==> src/rtl/wait_state_memory.sv <==
// wait_state_memory: word-addressed storage behind a fixed wait-state request/ready handshake.
// Ports: clk_i, rst_i (async, active-high); en_i request, ctrl_i (0 read, 1 write), addr_i, in_i;
//        out_o registered read data, ready_o one-cycle completion, busy_o access in flight, err_o out-of-range (valid with ready_o).
module wait_state_memory #(
  parameter int ADDR_SIZE   = 16,
  parameter int DATA_SIZE   = 16,
  parameter int DEPTH_LOG2  = 8,
  parameter int WAIT_CYCLES = 4
) (
  input  logic                 clk_i,
  input  logic                 rst_i,
  input  logic                 en_i,
  input  logic                 ctrl_i,
  input  logic [ADDR_SIZE-1:0] addr_i,
  input  logic [DATA_SIZE-1:0] in_i,
  output logic [DATA_SIZE-1:0] out_o,
  output logic                 ready_o,
  output logic                 busy_o,
  output logic                 err_o
);

  localparam int         DEPTH     = 1 << DEPTH_LOG2;
  // Counter reload: the BUSY state lasts WAIT_CYCLES cycles, the last of
  // which sees the counter at zero.
  localparam logic [7:0] WAIT_LOAD = 8'(WAIT_CYCLES - 1);

  typedef enum logic [1:0] {
    IDLE = 2'd0,
    BUSY = 2'd1,
    DONE = 2'd2
  } state_e;

  state_e                 state_q, state_d;
  logic [7:0]             cnt_q,   cnt_d;
  logic [ADDR_SIZE-1:0]   addr_q,  addr_d;
  logic                   ctrl_q,  ctrl_d;
  logic [DATA_SIZE-1:0]   data_q,  data_d;
  logic [DATA_SIZE-1:0]   out_q,   out_d;
  logic                   err_q,   err_d;

  logic                   addr_oor;
  logic [DEPTH_LOG2-1:0]  mem_idx;
  logic                   mem_we;

  // Storage is deliberately left out of the reset domain so a reset never
  // disturbs its contents.
  logic [DATA_SIZE-1:0]   mem [DEPTH];

  // Range check on the latched address: any set bit above the index field
  // puts it beyond the storage. When the storage spans the whole address
  // space nothing can be out of range.
  generate
    if (DEPTH_LOG2 < ADDR_SIZE) begin : g_range
      assign addr_oor = |addr_q[ADDR_SIZE-1:DEPTH_LOG2];
    end else begin : g_full
      assign addr_oor = 1'b0;
    end
  endgenerate

  assign mem_idx = addr_q[DEPTH_LOG2-1:0];

  // Next-state and access decode. Everything here depends only on
  // registered state, except the request capture in IDLE.
  always_comb begin
    state_d = state_q;
    cnt_d   = cnt_q;
    addr_d  = addr_q;
    ctrl_d  = ctrl_q;
    data_d  = data_q;
    out_d   = out_q;
    err_d   = 1'b0;
    mem_we  = 1'b0;

    case (state_q)
      IDLE: begin
        if (en_i) begin
          addr_d  = addr_i;
          ctrl_d  = ctrl_i;
          data_d  = in_i;
          cnt_d   = WAIT_LOAD;
          state_d = BUSY;
        end
      end

      BUSY: begin
        if (cnt_q != 8'd0) begin
          cnt_d = cnt_q - 8'd1;
        end else begin
          // Final wait cycle: the access itself happens on this edge.
          state_d = DONE;
          err_d   = addr_oor;
          if (ctrl_q) begin
            mem_we = ~addr_oor;
          end else begin
            out_d = addr_oor ? '0 : mem[mem_idx];
          end
        end
      end

      DONE: begin
        // err_q is only ever set on entry to DONE and drops on exit.
        state_d = IDLE;
      end

      default: begin
        state_d = IDLE;
      end
    endcase
  end

  always_ff @(posedge clk_i or posedge rst_i) begin
    if (rst_i) begin
      state_q <= IDLE;
      cnt_q   <= 8'd0;
      addr_q  <= '0;
      ctrl_q  <= 1'b0;
      data_q  <= '0;
      out_q   <= '0;
      err_q   <= 1'b0;
    end else begin
      state_q <= state_d;
      cnt_q   <= cnt_d;
      addr_q  <= addr_d;
      ctrl_q  <= ctrl_d;
      data_q  <= data_d;
      out_q   <= out_d;
      err_q   <= err_d;
    end
  end

  // Reset forces state to IDLE asynchronously, so an aborted write can
  // never assert mem_we at the following edge.
  always_ff @(posedge clk_i) begin
    if (mem_we) begin
      mem[mem_idx] <= data_q;
    end
  end

  assign out_o   = out_q;
  assign ready_o = (state_q == DONE);
  assign busy_o  = (state_q != IDLE);
  assign err_o   = err_q;

endmodule
==> config.mk <==
export PLATFORM = sky130hd
export DESIGN_NAME = wait_state_memory
export DESIGN_NICKNAME = d
export VERILOG_FILES = /design/src/rtl/wait_state_memory.sv
export SDC_FILE = /design/constraint.sdc
export NUM_CORES = 2
export LEC_CHECK = 0
export CORE_MARGIN = 4
export CORE_UTILIZATION = 25
export CTS_CLUSTER_DIAMETER = 30
export DETAILED_ROUTE_END_ITERATION = 12
export PLACE_DENSITY = 0.35
export SLEW_MARGIN = 20
export SYNTH_ARGS = -nofsm -noshare
export SYNTH_HDL_FRONTEND = slang
export SYNTH_SLANG_ARGS = --single-unit
==> constraint.sdc <==
create_clock -name clk_i -period 8.1 [get_ports clk_i]
set_clock_uncertainty 0.05 [all_clocks]
set_input_delay 0.81 -clock clk_i [delete_from_list [all_inputs] [get_ports clk_i]]
set_output_delay 0.81 -clock clk_i [all_outputs]
set_load 0.01 [all_outputs]
* Word level (Yosys, flattened, before mapping)
Memories as Yosys holds them, arrays and structs flattened. Cells that the tools add are included.
Storage, ports and cells: register bits after elaboration 60, bits in writable memories 4096, input port bits 36, memories 1
Memories:
- mem | depth 256, width 16, rd ports 1, clocked after memory_dff 0, wr ports 1, line 47 | logic [DATA_SIZE-1:0] mem [DEPTH];
Operators by class: $add $sub $neg 1, eq/ne operators 5, multiplexer cells 14, bitwise gates (word level) 3, reduce and logical (&&, ||, !) cells 9
Operators by type and width (count):
- $mux W16 | 1
- $mux W8 | 2
- $pmux W8 S2 | 1
- $reduce_bool A8 Y1 | 1
- $reduce_or A8 Y1 | 1
- $sub A8 B1 Y8 const B | 1
- $mux W1 | 7
- $ne A2 B2 Y1 const B | 3
- $reduce_and A3 Y1 | 2
- $mux W2 | 2
- $pmux W2 S2 | 1
- $reduce_and A2 Y1 | 2
- $reduce_bool A2 Y1 | 2
- $not A1 Y1 | 3
- $eq A2 B1 Y1 const B | 1
- $eq A2 B2 Y1 const B | 1
- $logic_not A2 Y1 | 1

* Depth between registers and ports, before layout
depth after elaboration 7, gate-level depth with buffers 11, mapped depth without buffers 9

* Worst setup path before layout
No wires, ideal clock.
kind register -> register, start reg data_q[0], end mem mem[0][0], data pin, arrival time 3181 ps, slack 4066 ps, stages on the path, launching flop included 1, path buffers 0, period minus slack after synthesis 4034 ps, path through dfrtp_1
RTL lines:
- start: declaration | line 37 | logic [DATA_SIZE-1:0] data_q, data_d;
- start signal: assignment | line 125 | data_q <= data_d;
- end: declaration | line 47
No word-level cell before the write port.

* Worst setup path in the final report
start reg addr_q[0], end reg out_q[4], in the netlist out_o[4]
Between the ends: longest elaborated chain between the ends 2
Ends and longest elaborated chain:
- start: declaration | line 35 | logic [ADDR_SIZE-1:0] addr_q, addr_d;
- start signal: assignment | line 123 | addr_q <= addr_d;
- $mem_v2 Z256 W16
- $mux W16 | line 95 | out_d = addr_oor ? '0 : mem[mem_idx];
- end signal: assignment | line 126 | out_q <= out_d;
- end: declaration | line 38 | logic [DATA_SIZE-1:0] out_q, out_d;
Every way passes these cells. A chain may end at the register's enable or synchronous reset.

==> results.txt <==
largest net degree at the start of global routing: 165
antenna violations before repair: 63
Residual DRC: 0
post-synth top area share: 76.87%
fin cells: 17770
commonest non-fill, non-tap cell in the layout: edfxtp_1
Avg Cell Area, Syn: 21.83 um^2
LEAKAGE: 68.52 nW
hold-fix buffer count after cts: 1
worst hold slack: 0.2282 ns
ys flop type: edfxtp_1
starting density of the core: 25.11%
Layout area overhead: 31.83%
#FFs+latches synth: 4156
RSZ-0062 raised after global routing: false
Slew Limit Fails: 0
CTS H-tree lvls: 7
Root Buffer: clkbuf_16
critical path's slowest cell: dfrtp_4
Cell Area, Placed: 173100 um^2
Mapped Cells: 7330
Max-Cap Viols: 0
CTS sink count: 4156
Core ar.: 637200 um^2
total wire length: 546.1 mm
Die ar.: 652900 um^2
post-route clock period utilization: 64.93%
Synth area leader: edfxtp_1
status: complete, no violations
syn_nets: 7368
post-route setup slack: 2.841 ns
CTS Buffer Depth: 5
crit-path max FO: 52
post-route minimum period: 5.259 ns
flip-flop and latch area: 124600 um^2
critical path class: flop to flop
ranking of synthesized cells by area: edfxtp_1 77%, mux4_2 13%, mux2i_1 1.5%
Crit. End Element: flop
Tot GR Track Use: 16.50%
vias in the first global route: 88640
Critical Path Start Type: flop
Comb power frac: 22.5%
DR pass1 iterations: 8
pre-CTS worst setup slack: 2.485 ns
hold crit path type: input port to flop
Post-synth EDFFs: 4096
Worst IR Drop VDD: 0.0003541 V
CP required: 9.04 ns
Seq/Total Area, Yosys: 77.81%
slew margin rel.: 14.51%
critical-path cell list: buf_12 -> buf_4 -> mux4_2 -> mux2i_1 -> o2111ai_1 -> a2111oi_1 -> a221oi_1
internal power: 64.83 mW
WP data arrival: 6.20 ns
final antenna-violating net count: 0
cell area after synthesis: 160000 um^2
Synth cell types: 51
setup TNS: 0 ns
leading cell types in the layout, fill and taps excluded: 4096 x edfxtp_1, 1199 x clkbuf_16, 941 x mux4_2, 374 x buf_4, 243 x mux2i_1
total grt overflow: 0
post-layout util: 33.11%
port bufs: 54
f_max: 190.2 MHz
cts bufs inserted: 1174
Via-to-Cell Ratio: 4.675
Inst Count DP: 15750
Final #Nets: 8555
Final Setup Violations: 0
drt wl/cell: 30.72 um
Design Area, Final: 210900 um^2
R2R Setup Slk: 2.84 ns
DRC marker count from the first detailed-route iteration: 8149
Multi-input gate area: 33890 um^2
CP peak stage delay: 0.91 ns
# IOs: 55
fill cell count: 60250
global-route wire length before repair: 747.6 mm
Slew @ Worst Pin: 1.282 ns
Die Span Y: 808.0 um
CTS tree: done
Tot Pwr: 92.77 mW
PostCTS Resize Cnt: 0
Cell Rows: 293
gpl congestion: 0.7652
Reg power frac: 30.3%
DR vias: 83080
Switch Pwr: 27.95 mW
Pwr Density: 439.8 nW/um^2
Synthesis Warnings: 0
share of cells above drive strength 1: 35.06%
register clock-pin slew on the reported worst setup and hold paths: 0.05 ns
Switching Fraction: 30.12%
Die W: 808.0 um
clock network fraction of total power: 47.2%
Skew-Pair Late Insertion Delay: 1.20 ns
Detail Placement HPWL: 319.8 mm
Synth async-reset ratio: 1.444%
final hold vios: 0
Post CTS Setup Buffer Count: 0
-- power by group through the flow --
| stage | clock network [mW] | registers, mW | logic, mW |
|---|---|---|---|
| detailed placement | 0 | 28.6 | 21.4 |
| floorplan | 0 | 29.7 | 10.4 |
| finish | 43.8 | 28.1 | 20.8 |
| global placement | 0 | 28.5 | 21.2 |
| CTS | 44.6 | 28.2 | 21.5 |
| global route | 45.9 | 28.2 | 22.0 |
-- registers in the layout, indices dropped and copies added, names as in the netlist --
signal   count
ctrl_q       1
out_o       16
mem       4096
state_q      2
addr_q      16
data_q      16
cnt_q        8
err_o        1
-- per-layer routing --
layer	up-vias	wire length, um	share of wire, %	global-route usage (%)
met4	0	12710	2.3	5.102
li1	33970	-	-	-
met2	2807	257400	47	25.97
met1	45510	246700	45	22.70
met5	-	0	0	0
met3	802	29190	5.3	3.766
-- worst max-delay path: cells and delay by family, from the launching register on --
family,cells,cell delay (ns)
AOI/OAI and AO/OA,3,1.70
buffers and inverters,2,1.22
muxes,2,1.10
DFF,1,0.91
-- area by class of cell --
cell class | count | share of cell area [%]
Tap cell | 8407 | 4.987
Inverter | 11 | 0.02373
Sequential cell | 4156 | 59.06
Timing Repair Buffer | 471 | 1.995
Multi-Input combinational cell | 2703 | 16.06
Clock buffer | 1376 | 14.58
Antenna cell | 17 | 0.02017
Clock inverter | 632 | 3.268
-- Yosys cell counts, types with 3 or more instances --
cell and count:
a22oi_1 160, or2_1 30, nor3b_1 3, buf_6 21, clkbuf_1 218, mux2i_1 243, dfrtp_1 60, and3_1 25
and2_1 4, buf_2 137, o2111ai_1 48, a2111oi_0 16, inv_1 8, nand4b_1 16, o221ai_1 16, buf_4 53
mux2_2 94, nand2_1 105, nand3_1 134, mux4_2 941, a211oi_1 33, nor2_1 278, a21oi_1 66, a21o_1 48
xnor2_1 3, nor2b_1 41, edfxtp_1 4096, a41o_1 16, xor2_1 3, and3b_1 4, a221oi_1 16, o21ai_0 42
o211ai_1 61, nand4_1 49, nand2b_1 19, or2_2 3, a211o_1 31, o21ai_1 12, a2bb2oi_1 16, a31oi_1 115
buf_1 31
-- cells by family after synthesis --
kind of cell | after synthesis | synth area share, %
AOI/OAI and AO/OA | 699 | 3.142
xor gates and xnor gates | 6 | 0.03285
adders and majority gates | 2 | 0.01564
buffers and inverters | 471 | 1.436
DFF | 4156 | 77.81
muxes | 1278 | 15.43
and+or+nand+nor | 718 | 2.139
-- final timing paths --
| path | from | endpoint | cells after the start |
|---|---|---|---|
| worst max-delay path | addr_q[0] | out_o[4] | 7 |
| worst min-delay path | in_i[0] | data_q[0] | 2 |
| worst max register to register | addr_q[0] | out_o[4] | 7 |
| worst min register to register | cnt_q[0] | cnt_q[0] | 1 |
| max in group asynchronous | rst_i | out_o[9] | 5 |
| min in group asynchronous | rst_i | data_q[0] | 4 |
Note: power is estimated with default switching activity, not from simulation.
